**config.mk**
```make
export PLATFORM = sky130hd
export DESIGN_NAME = proc_run_ctrl
export DESIGN_NICKNAME = d
export VERILOG_FILES = /design/src/rtl/proc_run_ctrl.sv
export SDC_FILE = /design/constraint.sdc
export NUM_CORES = 1
export LEC_CHECK = 0
export ABC_AREA = 1
export CAP_MARGIN = 20
export CORE_UTILIZATION = 46
export DETAILED_ROUTE_END_ITERATION = 8
export PLACE_DENSITY = 0.8
export SLEW_MARGIN = 30
export SYNTH_ARGS = -nofsm -noshare
export SYNTH_HDL_FRONTEND = slang
export SYNTH_SLANG_ARGS = --single-unit
```
**constraint.sdc**
```tcl
create_clock -name clock -period 2.4 [get_ports clock]
set_clock_uncertainty 0.1 [all_clocks]
set_input_delay 0.6 -clock clock [delete_from_list [all_inputs] [get_ports clock]]
set_output_delay 0.6 -clock clock [all_outputs]
set_load 0.1 [all_outputs]
```
**src/rtl/proc_run_ctrl.sv**
```systemverilog
// Processor run controller: reset sequencing, run-cycle budget, tohost completion mailbox.
// Optional console output port enabled by defining RUN_CTRL_CONSOLE_EN.
module proc_run_ctrl #(
  parameter int unsigned      dataW        = 32,
  parameter int unsigned      addrW        = 16,
  parameter int unsigned      RESET_CYCLES = 2,
  parameter int unsigned      MAX_CYCLES   = 64,
  parameter logic [addrW-1:0] TOHOST_ADDR  = addrW'(16'hFFF0),
  parameter logic [addrW-1:0] CONSOLE_ADDR = addrW'(16'hFFF4)
) (
  input  logic             clock,
  input  logic             reset,
  input  logic             wr_en,
  input  logic [addrW-1:0] wr_addr,
  input  logic [dataW-1:0] wr_data,
  output logic             core_reset,
  output logic             running,
  output logic             done,
  output logic             pass,
  output logic             timeout,
  output logic [dataW-2:0] exit_code,
  output logic [31:0]      cycle_count,
  output logic             console_valid,
  output logic [7:0]       console_data
);

  localparam int unsigned RST_W = (RESET_CYCLES < 1) ? 1 : $clog2(RESET_CYCLES + 1);
  localparam int unsigned EXT_W = dataW - 1;
`ifdef RUN_CTRL_CONSOLE_EN
  localparam bit CON_EN = 1'b1;
`else
  localparam bit CON_EN = 1'b0;
`endif

  typedef enum logic [1:0] {RST_SEQ, RUN, DONE} state_t;

  state_t             r_state, w_state_nxt;
  logic [RST_W-1:0]   r_rst_cnt, w_rst_cnt_nxt;
  logic               r_core_reset, w_core_reset_nxt;
  logic               r_running, w_running_nxt;
  logic               r_done, w_done_nxt;
  logic               r_pass, w_pass_nxt;
  logic               r_timeout, w_timeout_nxt;
  logic [EXT_W-1:0]   r_exit_code, w_exit_code_nxt;
  logic [31:0]        r_cycle_count, w_cycle_count_nxt;
  logic               r_con_valid, w_con_valid_nxt;
  logic [7:0]         r_con_data, w_con_data_nxt;
  logic               w_tohost_hit;
  logic               w_console_hit;

  assign w_tohost_hit  = wr_en && (wr_addr == TOHOST_ADDR) && wr_data[0];
  assign w_console_hit = CON_EN && wr_en && (wr_addr == CONSOLE_ADDR);

  // Next-state and next-output logic; every register holds unless a transition updates it.
  always_comb begin
    w_state_nxt       = r_state;
    w_rst_cnt_nxt     = r_rst_cnt;
    w_core_reset_nxt  = r_core_reset;
    w_running_nxt     = r_running;
    w_done_nxt        = r_done;
    w_pass_nxt        = r_pass;
    w_timeout_nxt     = r_timeout;
    w_exit_code_nxt   = r_exit_code;
    w_cycle_count_nxt = r_cycle_count;
    w_con_valid_nxt   = 1'b0;
    w_con_data_nxt    = r_con_data;
    case (r_state)
      RST_SEQ: begin
        if (r_rst_cnt == RST_W'(RESET_CYCLES)) begin
          w_state_nxt      = RUN;
          w_rst_cnt_nxt    = '0;
          w_core_reset_nxt = 1'b0;
          w_running_nxt    = 1'b1;
        end else begin
          w_rst_cnt_nxt = r_rst_cnt + RST_W'(1);
        end
      end
      RUN: begin
        if (r_cycle_count != 32'hFFFF_FFFF) w_cycle_count_nxt = r_cycle_count + 32'd1;
        if (w_console_hit) begin
          w_con_valid_nxt = 1'b1;
          w_con_data_nxt  = wr_data[7:0];
        end
        // A completing tohost write takes priority over an expiring budget.
        if (w_tohost_hit) begin
          w_state_nxt      = DONE;
          w_core_reset_nxt = 1'b1;
          w_running_nxt    = 1'b0;
          w_done_nxt       = 1'b1;
          w_exit_code_nxt  = wr_data[dataW-1:1];
          w_pass_nxt       = (wr_data[dataW-1:1] == '0);
          w_timeout_nxt    = 1'b0;
        end else if (r_cycle_count == 32'(MAX_CYCLES - 1)) begin
          w_state_nxt      = DONE;
          w_core_reset_nxt = 1'b1;
          w_running_nxt    = 1'b0;
          w_done_nxt       = 1'b1;
          w_exit_code_nxt  = '0;
          w_pass_nxt       = 1'b0;
          w_timeout_nxt    = 1'b1;
        end
      end
      DONE: begin
        w_state_nxt = DONE;
      end
      default: begin
        w_state_nxt = RST_SEQ;
      end
    endcase
  end

  // State and output registers with synchronous active-low reset.
  always_ff @(posedge clock) begin
    if (!reset) begin
      r_state       <= RST_SEQ;
      r_rst_cnt     <= '0;
      r_core_reset  <= 1'b1;
      r_running     <= 1'b0;
      r_done        <= 1'b0;
      r_pass        <= 1'b0;
      r_timeout     <= 1'b0;
      r_exit_code   <= '0;
      r_cycle_count <= '0;
      r_con_valid   <= 1'b0;
      r_con_data    <= '0;
    end else begin
      r_state       <= w_state_nxt;
      r_rst_cnt     <= w_rst_cnt_nxt;
      r_core_reset  <= w_core_reset_nxt;
      r_running     <= w_running_nxt;
      r_done        <= w_done_nxt;
      r_pass        <= w_pass_nxt;
      r_timeout     <= w_timeout_nxt;
      r_exit_code   <= w_exit_code_nxt;
      r_cycle_count <= w_cycle_count_nxt;
      r_con_valid   <= w_con_valid_nxt;
      r_con_data    <= w_con_data_nxt;
    end
  end

  assign core_reset    = r_core_reset;
  assign running       = r_running;
  assign done          = r_done;
  assign pass          = r_pass;
  assign timeout       = r_timeout;
  assign exit_code     = r_exit_code;
  assign cycle_count   = r_cycle_count;
  assign console_valid = r_con_valid;
  assign console_data  = r_con_data;

endmodule

```
==> results of run 1 <==
==> stage by stage <==
step,instances,hold slack (ps),power (uW)
6_report,829,361,2880
5_1_grt,829,385,3030
4_1_cts,829,364,2900
3_5_place_dp,813,352,2030
3_3_place_gp,813,333,2010
2_1_floorplan,606,325,1840
==> final timing paths <==
kind	cells after the start	start	to	slack, ps
setup / recovery	9	cycle_count[0]	cycle_count[21]	370
hold / removal	2	r_state[1]	r_state[1]	360
setup reg to reg	9	cycle_count[0]	cycle_count[21]	370
hold reg to reg	2	r_state[1]	r_state[1]	360
==> where the power goes <==
group	total (uW)	switching [uW]	internal (uW)
Sequential	1280	32.2	1250
Clock	879	476	403
Combinational	721	515	206
Total	2880	1020	1860
==> sequential cells by signal, summed over array words and instances, names as in the netlist <==
| signal | count |
|---|---|
| timeout | 1 |
| cycle_count | 32 |
| core_reset | 1 |
| exit_code | 31 |
| r_rst_cnt | 2 |
| running | 1 |
| done | 1 |
| r_state | 2 |
| pass | 1 |
==> area by class of cell <==
| class | count | area, um2 | share of cell area (%) |
|---|---|---|---|
| clock buffers | 11 | 141 | 2.72 |
| clock inverters | 5 | 32.5 | 0.627 |
| inverters | 45 | 169 | 3.26 |
| multi-input cells | 462 | 2130 | 41.1 |
| flip-flops and latches | 72 | 1450 | 27.9 |
| well taps | 105 | 131 | 2.53 |
| repair buffers | 129 | 1130 | 21.8 |
==> cells by family (layout without fill, tap and decap cells) <==
group           after synthesis  in the layout  synth area share, %
simple gates                367            367                 39.5
flops                        72             72                 37.2
buf+inv                      72            190                 8.64
compound gates               70             70                 10.6
xor+xnor                     12             12                 2.71
fa+ha+maj                     4              4                 1.29
other cells                   1              9               0.0967
==> cell usage in the layout (no fill, tap or decap), types with 2 or more instances in the layout <==
| cell | count |
|---|---|
| sky130_fd_sc_hd__a21oi_1 | 48 |
| sky130_fd_sc_hd__a21oi_2 | 16 |
| sky130_fd_sc_hd__buf_12 | 3 |
| sky130_fd_sc_hd__buf_4 | 76 |
| sky130_fd_sc_hd__clkbuf_8 | 10 |
| sky130_fd_sc_hd__clkdlybuf4s50_1 | 50 |
| sky130_fd_sc_hd__clkinv_2 | 3 |
| sky130_fd_sc_hd__clkinv_4 | 2 |
| sky130_fd_sc_hd__conb_1 | 9 |
| sky130_fd_sc_hd__dfxtp_1 | 66 |
| sky130_fd_sc_hd__dfxtp_2 | 6 |
| sky130_fd_sc_hd__ha_1 | 4 |
| sky130_fd_sc_hd__inv_1 | 44 |
| sky130_fd_sc_hd__nand2_1 | 222 |
| sky130_fd_sc_hd__nand2_2 | 2 |
| sky130_fd_sc_hd__nand2_4 | 2 |
| sky130_fd_sc_hd__nand3_1 | 30 |
| sky130_fd_sc_hd__nand3b_1 | 2 |
| sky130_fd_sc_hd__nand4_1 | 8 |
| sky130_fd_sc_hd__nor2_1 | 74 |
| sky130_fd_sc_hd__nor2_2 | 2 |
| sky130_fd_sc_hd__nor2_4 | 2 |
| sky130_fd_sc_hd__nor3_1 | 17 |
| sky130_fd_sc_hd__o21ai_0 | 5 |
| sky130_fd_sc_hd__xnor2_1 | 3 |
| sky130_fd_sc_hd__xor2_1 | 9 |
==> per-layer routing <==
layer | vias up | wire (um) | part of all wire [%] | GRT usage [%]
met3 | 22 | 857 | 7.8 | 7.28
met5 | - | 0 | 0 | 0
met4 | 0 | 289 | 2.6 | 11.8
met2 | 150 | 5270 | 48 | 46.8
li1 | 2115 | - | - | -
met1 | 1860 | 4510 | 41 | 29.9
==> critical path, cell delays in order, from the launching register on <==
cell and delay [ps]:
sky130_fd_sc_hd__dfxtp_2 370, sky130_fd_sc_hd__ha_1 210, sky130_fd_sc_hd__nand2_1 70, sky130_fd_sc_hd__nor2_1 190, sky130_fd_sc_hd__nand2_2 180, sky130_fd_sc_hd__nor2_4 220
sky130_fd_sc_hd__nand2_4 120, sky130_fd_sc_hd__nand2_4 250, sky130_fd_sc_hd__nand2_1 110, sky130_fd_sc_hd__a21oi_2 150
==> metrics.log, run 1 <==
INFO  metric slew-limit-headroom = 64.8%
INFO  metric tns = 0 ps
INFO  metric post-synth-top-area-fraction = 37.2%
INFO  metric worst_setup_path_start_kind = flip-flop
INFO  metric numClockSinks = 72
INFO  metric worstPathRequired = 2570 ps
INFO  metric static-leakage-power = 0.00212 uW
INFO  metric finish.utilization = 63.5%
INFO  metric top_post_synthesis_cells_by_count = 222 x sky130_fd_sc_hd__nand2_1, 75 x sky130_fd_sc_hd__nor2_1, 72 x sky130_fd_sc_hd__dfxtp_1
INFO  metric ir_drop_worst_vdd = 0.350 mV
INFO  metric report.final.slew_viol_count = 0
INFO  metric synth.largest_area_cell = sky130_fd_sc_hd__dfxtp_1
INFO  metric detailroute.via_count = 4147
INFO  metric cts-buffers-inserted = 9
INFO  metric timing.max_cap.violations = 0
INFO  metric cell_area_after_layout = 5190 um2
INFO  metric antenna_cells = 0
INFO  metric boundaryPins = 128
INFO  metric ys.warnings.count = 0
INFO  metric drt-total-wl = 10.9 mm
INFO  metric smallest_setup_slack_after_layout = 368 ps
INFO  metric grt_util_all_layers = 26.7%
INFO  metric final_setup_violating_endpoints = 0
INFO  metric crit_path_end_kind = flip-flop
INFO  metric die_w = 93.8 um
INFO  metric via_count_of_the_first_global_routing_pass = 4020
INFO  metric run_status = complete, no violations
INFO  metric synthToLayoutAreaGrowth = 33.8%
INFO  metric postCtsHoldBufs = 0
INFO  metric cell_with_the_most_instances_after_synthesis = sky130_fd_sc_hd__nand2_1
INFO  metric tritoncts_clock_tree = done
INFO  metric critPathKind = flip-flop to flip-flop
INFO  metric synth_sequential_area_ratio = 37.2%
INFO  metric ys_dominant_reg_cell = sky130_fd_sc_hd__dfxtp_1
INFO  metric power_density = 555 nW/um2
INFO  metric fill_cells = 763
INFO  metric final_hold_viol_count = 0
INFO  metric period_needed = 2030 ps
INFO  metric die_area = 8800 um2
INFO  metric drt_pass1_iterations = 4
INFO  metric post_route_cells_drive_above_1_share = 17.5%
INFO  metric routed_wire_length_per_instance = 13.2 um
INFO  metric detailedPlacementHpwl = 8.50 mm
INFO  metric synth.distinct_cells = 31
INFO  metric synthesis.area = 3880 um2
INFO  metric clock.fmax = 492 MHz
INFO  metric rsz_0062_raised_after_global_routing = no
INFO  metric synthArstFlopShare = 0%
INFO  metric tightestPinTransition = 524 ps
INFO  metric synth_edf_count = 0
INFO  metric final_net_count = 774
INFO  metric h-tree-depth = 3
INFO  metric die-height = 93.8 um
INFO  metric detailed_place.area = 5010 um2
INFO  metric postCtsSetupRepairBufs = 0
INFO  metric route.antenna.remaining_nets = 0
INFO  metric clk_pin_slew_worst_paths = 80 ps
INFO  metric cts.repair.resized = 0
INFO  metric type_of_the_tightest_min_delay_check = flip-flop to flip-flop
INFO  metric grt_remaining_overflow = 0
INFO  metric largest_net_degree_at_the_start_of_global_routing = 35
INFO  metric ratio_of_final_minimum_period_to_clock_period = 84.7%
INFO  metric synth.ff_latch_count = 72
INFO  metric netlist_instances = 598
INFO  metric synth.top_cells.by_area = sky130_fd_sc_hd__dfxtp_1 37%, sky130_fd_sc_hd__nand2_1 21%, sky130_fd_sc_hd__nor2_1 7.3%
INFO  metric number_of_antenna_violations_at_the_first_check_in_global_routing = 0
INFO  metric coreArea = 8180 um2
INFO  metric worstPathArrival = 2200 ps
INFO  metric drt_first_iter_violations = 151
INFO  metric via_per_inst = 5.00
INFO  metric row_count = 33
INFO  metric grt_pass1_wl = 18.4 mm
INFO  metric post-route-drc-count = 0
INFO  metric clkLatencyLatePin = 340 ps
INFO  metric place_congestion = 0.922
INFO  metric syn-mean-instance-area = 6.49 um2
INFO  metric clockRootBuffer = sky130_fd_sc_hd__clkbuf_8
INFO  metric pre_cts_slack = 158 ps
INFO  metric cts-root-to-sink-buffers = 2
INFO  metric port-buffer-count = 118
INFO  metric crit_path_max_fanout = 25
INFO  metric initial_utilization = 47.4%
Power figures use the tool's default switching activity.
==> inputs of run 2 (changes only) <==
==> constraint.sdc (replaced) <==
create_clock -name clock -period 1.9 [get_ports clock]
set_clock_uncertainty 0.1 [all_clocks]
set_input_delay 0.475 -clock clock [delete_from_list [all_inputs] [get_ports clock]]
set_output_delay 0.475 -clock clock [all_outputs]
set_load 0.1 [all_outputs]
==> metrics.log, run 2 (synthesized netlist as in run 1, its figures left out) <==
INFO  metric run_status = complete, but fails checks
INFO  metric failed_checks = setup timing
INFO  metric crit_path_max_fanout = 16 (-36%)
INFO  metric type_of_the_tightest_min_delay_check = flip-flop to flip-flop
INFO  metric routed_wire_length_per_instance = 16.1 um (+22%)
INFO  metric boundaryPins = 128 (unchanged)
INFO  metric grt_remaining_overflow = 0 (unchanged)
INFO  metric totalPowerFinal = 3880 uW (+35%)
INFO  metric layout_commonest_cell = sky130_fd_sc_hd__nand2_1
INFO  metric via_per_inst = 5.29 (+5.7%)
INFO  metric drt_pass1_iterations = 7 (+3)
INFO  metric h-tree-depth = 3 (unchanged)
INFO  metric hold_crit_start = r_rst_cnt[0]
INFO  metric post-route-drc-count = 0 (unchanged)
INFO  metric crit_path_start = wr_addr[11]
INFO  metric numClockSinks = 72 (unchanged)
INFO  metric detailed_place.area = 6090 um2 (+21%)
INFO  metric detailedPlacementHpwl = 9.69 mm (+14%)
INFO  metric port-buffer-count = 118 (unchanged)
INFO  metric largest_register_ff_count = 32 (unchanged)
INFO  metric worst_setup_path_start_kind = primary input
INFO  metric power_density = 603 nW/um2 (+8.8%)
INFO  metric cts-root-to-sink-buffers = 2 (unchanged)
INFO  metric row_count = 33 (unchanged)
INFO  metric grt_pass1_wl = 20.5 mm (+11%)
INFO  metric smallest_setup_slack_after_layout = -25.2 ps (-393 ps)
INFO  metric die_w = 93.8 um (unchanged)
INFO  metric clkLatencyLatePin = 350 ps (about the same)
INFO  metric via_count_of_the_first_global_routing_pass = 4450 (+11%)
INFO  metric die_area = 8800 um2 (unchanged)
INFO  metric ratio_of_final_minimum_period_to_clock_period = 101%
INFO  metric final_net_count = 791 (+2.2%)
INFO  metric worstPathRequired = 2070 ps (-500 ps)
INFO  metric worstPathArrival = 2100 ps (-100 ps)
INFO  metric die-height = 93.8 um (unchanged)
INFO  metric cell_area_after_layout = 6420 um2 (+24%)
INFO  metric detailroute.via_count = 4474 (+7.9%)
INFO  metric crit_path_end_kind = flip-flop
INFO  metric cts-buffers-inserted = 9 (unchanged)
INFO  metric clk_pin_slew_worst_paths = 80 ps (about the same)
INFO  metric tns = -25.2 ps (-25.2 ps)
INFO  metric post_route_cells_drive_above_1_share = 24.7% (+7.2 points)
INFO  metric critPathKind = primary input to flip-flop
INFO  metric largest_net_degree_at_the_start_of_global_routing = 35 (unchanged)
INFO  metric static-leakage-power = 0.00248 uW (+17%)
INFO  metric period_needed = 1930 ps
INFO  metric coreArea = 8180 um2 (unchanged)
INFO  metric commonest_cells_after_routing_fill_and_taps_aside = 218 x sky130_fd_sc_hd__nand2_1, 73 x sky130_fd_sc_hd__buf_12, 67 x sky130_fd_sc_hd__nor2_1, 49 x sky130_fd_sc_hd__clkdlybuf4s50_1, 48 x sky130_fd_sc_hd__a21oi_1
INFO  metric report.final.slew_viol_count = 0 (unchanged)
INFO  metric synthToLayoutAreaGrowth = 65.6%
INFO  metric postCtsSetupRepairBufs = 0 (unchanged)
INFO  metric fill_cells = 561 (-26%)
INFO  metric clockRootBuffer = sky130_fd_sc_hd__clkbuf_8
INFO  metric final_setup_violating_endpoints = 1 (+1)
INFO  metric ir_drop_worst_vdd = 0.508 mV (+45%)
INFO  metric timing.max_cap.violations = 0 (unchanged)
INFO  metric drt_first_iter_violations = 225 (+49%)
INFO  metric r2r-start = cycle_count[0]
INFO  metric rsz_0062_raised_after_global_routing = yes
INFO  metric initial_utilization = 47.4% (unchanged)
INFO  metric number_of_antenna_violations_at_the_first_check_in_global_routing = 0 (unchanged)
INFO  metric drt-total-wl = 13.6 mm (+24%)
INFO  metric place_congestion = 0.913 (-0.97%)
INFO  metric route.antenna.remaining_nets = 0 (unchanged)
INFO  metric grt_util_all_layers = 30.2% (+3.5 points)
INFO  metric tritoncts_clock_tree = done
INFO  metric clock.fmax = 519 MHz
INFO  metric antenna_cells = 0 (unchanged)
INFO  metric final_hold_viol_count = 0 (unchanged)
[run 2: changes by cell type in the layout (fill, tap and decap cells not counted), sizes merged]
cell and change:
buf +13, clkbuf +3, clkdlybuf4s50 -1, clkinv -3
clkinvlp +1, dlymetal6s2s +1, inv +3
[run 2: per-stage QoR]
stage	setup slack, ps	std cells	hold slack, ps	util (%)
finish	-25.2	846	362	78.6
global route	-134	846	371	78.6
CTS	26.3	842	361	76.7
detailed placement	-243	826	348	74.4
global placement	-129	826	332	74.4
floorplan	1.76	606	325	-
[run 2: layout make-up]
type	instances	area, um2	area share [%]
timing repair buffer	146	2210	34.4
tap	105	131	2.05
inverter	45	169	2.63
sequential	72	1530	23.8
clock inverter	6	41.3	0.643
clock buffer	10	138	2.14
multi-input combinational	462	2210	34.3
[run 2: where the power goes]
part / leakage [uW] / switching, uW / total, uW / internal [uW]
sequential: 0.000603 / 48.7 / 1600 / 1560
combinational: 0.00178 / 729 / 1120 / 390
clock: 0.0000934 / 639 / 1150 / 515
[run 2: worst paths after layout]
check / to / slack (ps) / depth (start not counted)
hold / removal: r_rst_cnt[0] / 360 / 2
setup / recovery: exit_code[21] / -30 / 10
hold reg to reg: r_rst_cnt[0] / 360 / 2
setup reg to reg: exit_code[17] / 40 / 11
[run 2: metal layers]
layer	up-vias	wire, um	part of all wire, %	global-route usage (%)
li1	2160	-	-	-
met1	2046	4830	36	31.8
met2	226	7110	52	54.5
met3	42	1230	9.0	9.47
met4	0	436	3.2	13.7
met5	-	0	0	0
[run 2: repair_timing]
action                                  CTS  global route
cloned                                    0             4
pin swaps                                 0             3
endpoints found under the setup margin    7            62
hold buffers                              0             0
resized for setup                         2            15
[run 2: worst max-delay path, cell delays in order]
cell                              delay, ps
sky130_fd_sc_hd__clkdlybuf4s50_1        470
sky130_fd_sc_hd__nand2_1                 70
sky130_fd_sc_hd__nor2_1                 120
sky130_fd_sc_hd__nand2_1                 70
sky130_fd_sc_hd__nor2_2                  90
sky130_fd_sc_hd__nand2_2                100
sky130_fd_sc_hd__nor2_4                 230
sky130_fd_sc_hd__clkbuf_16              230
sky130_fd_sc_hd__nand2_1                 60
sky130_fd_sc_hd__a21oi_1                180
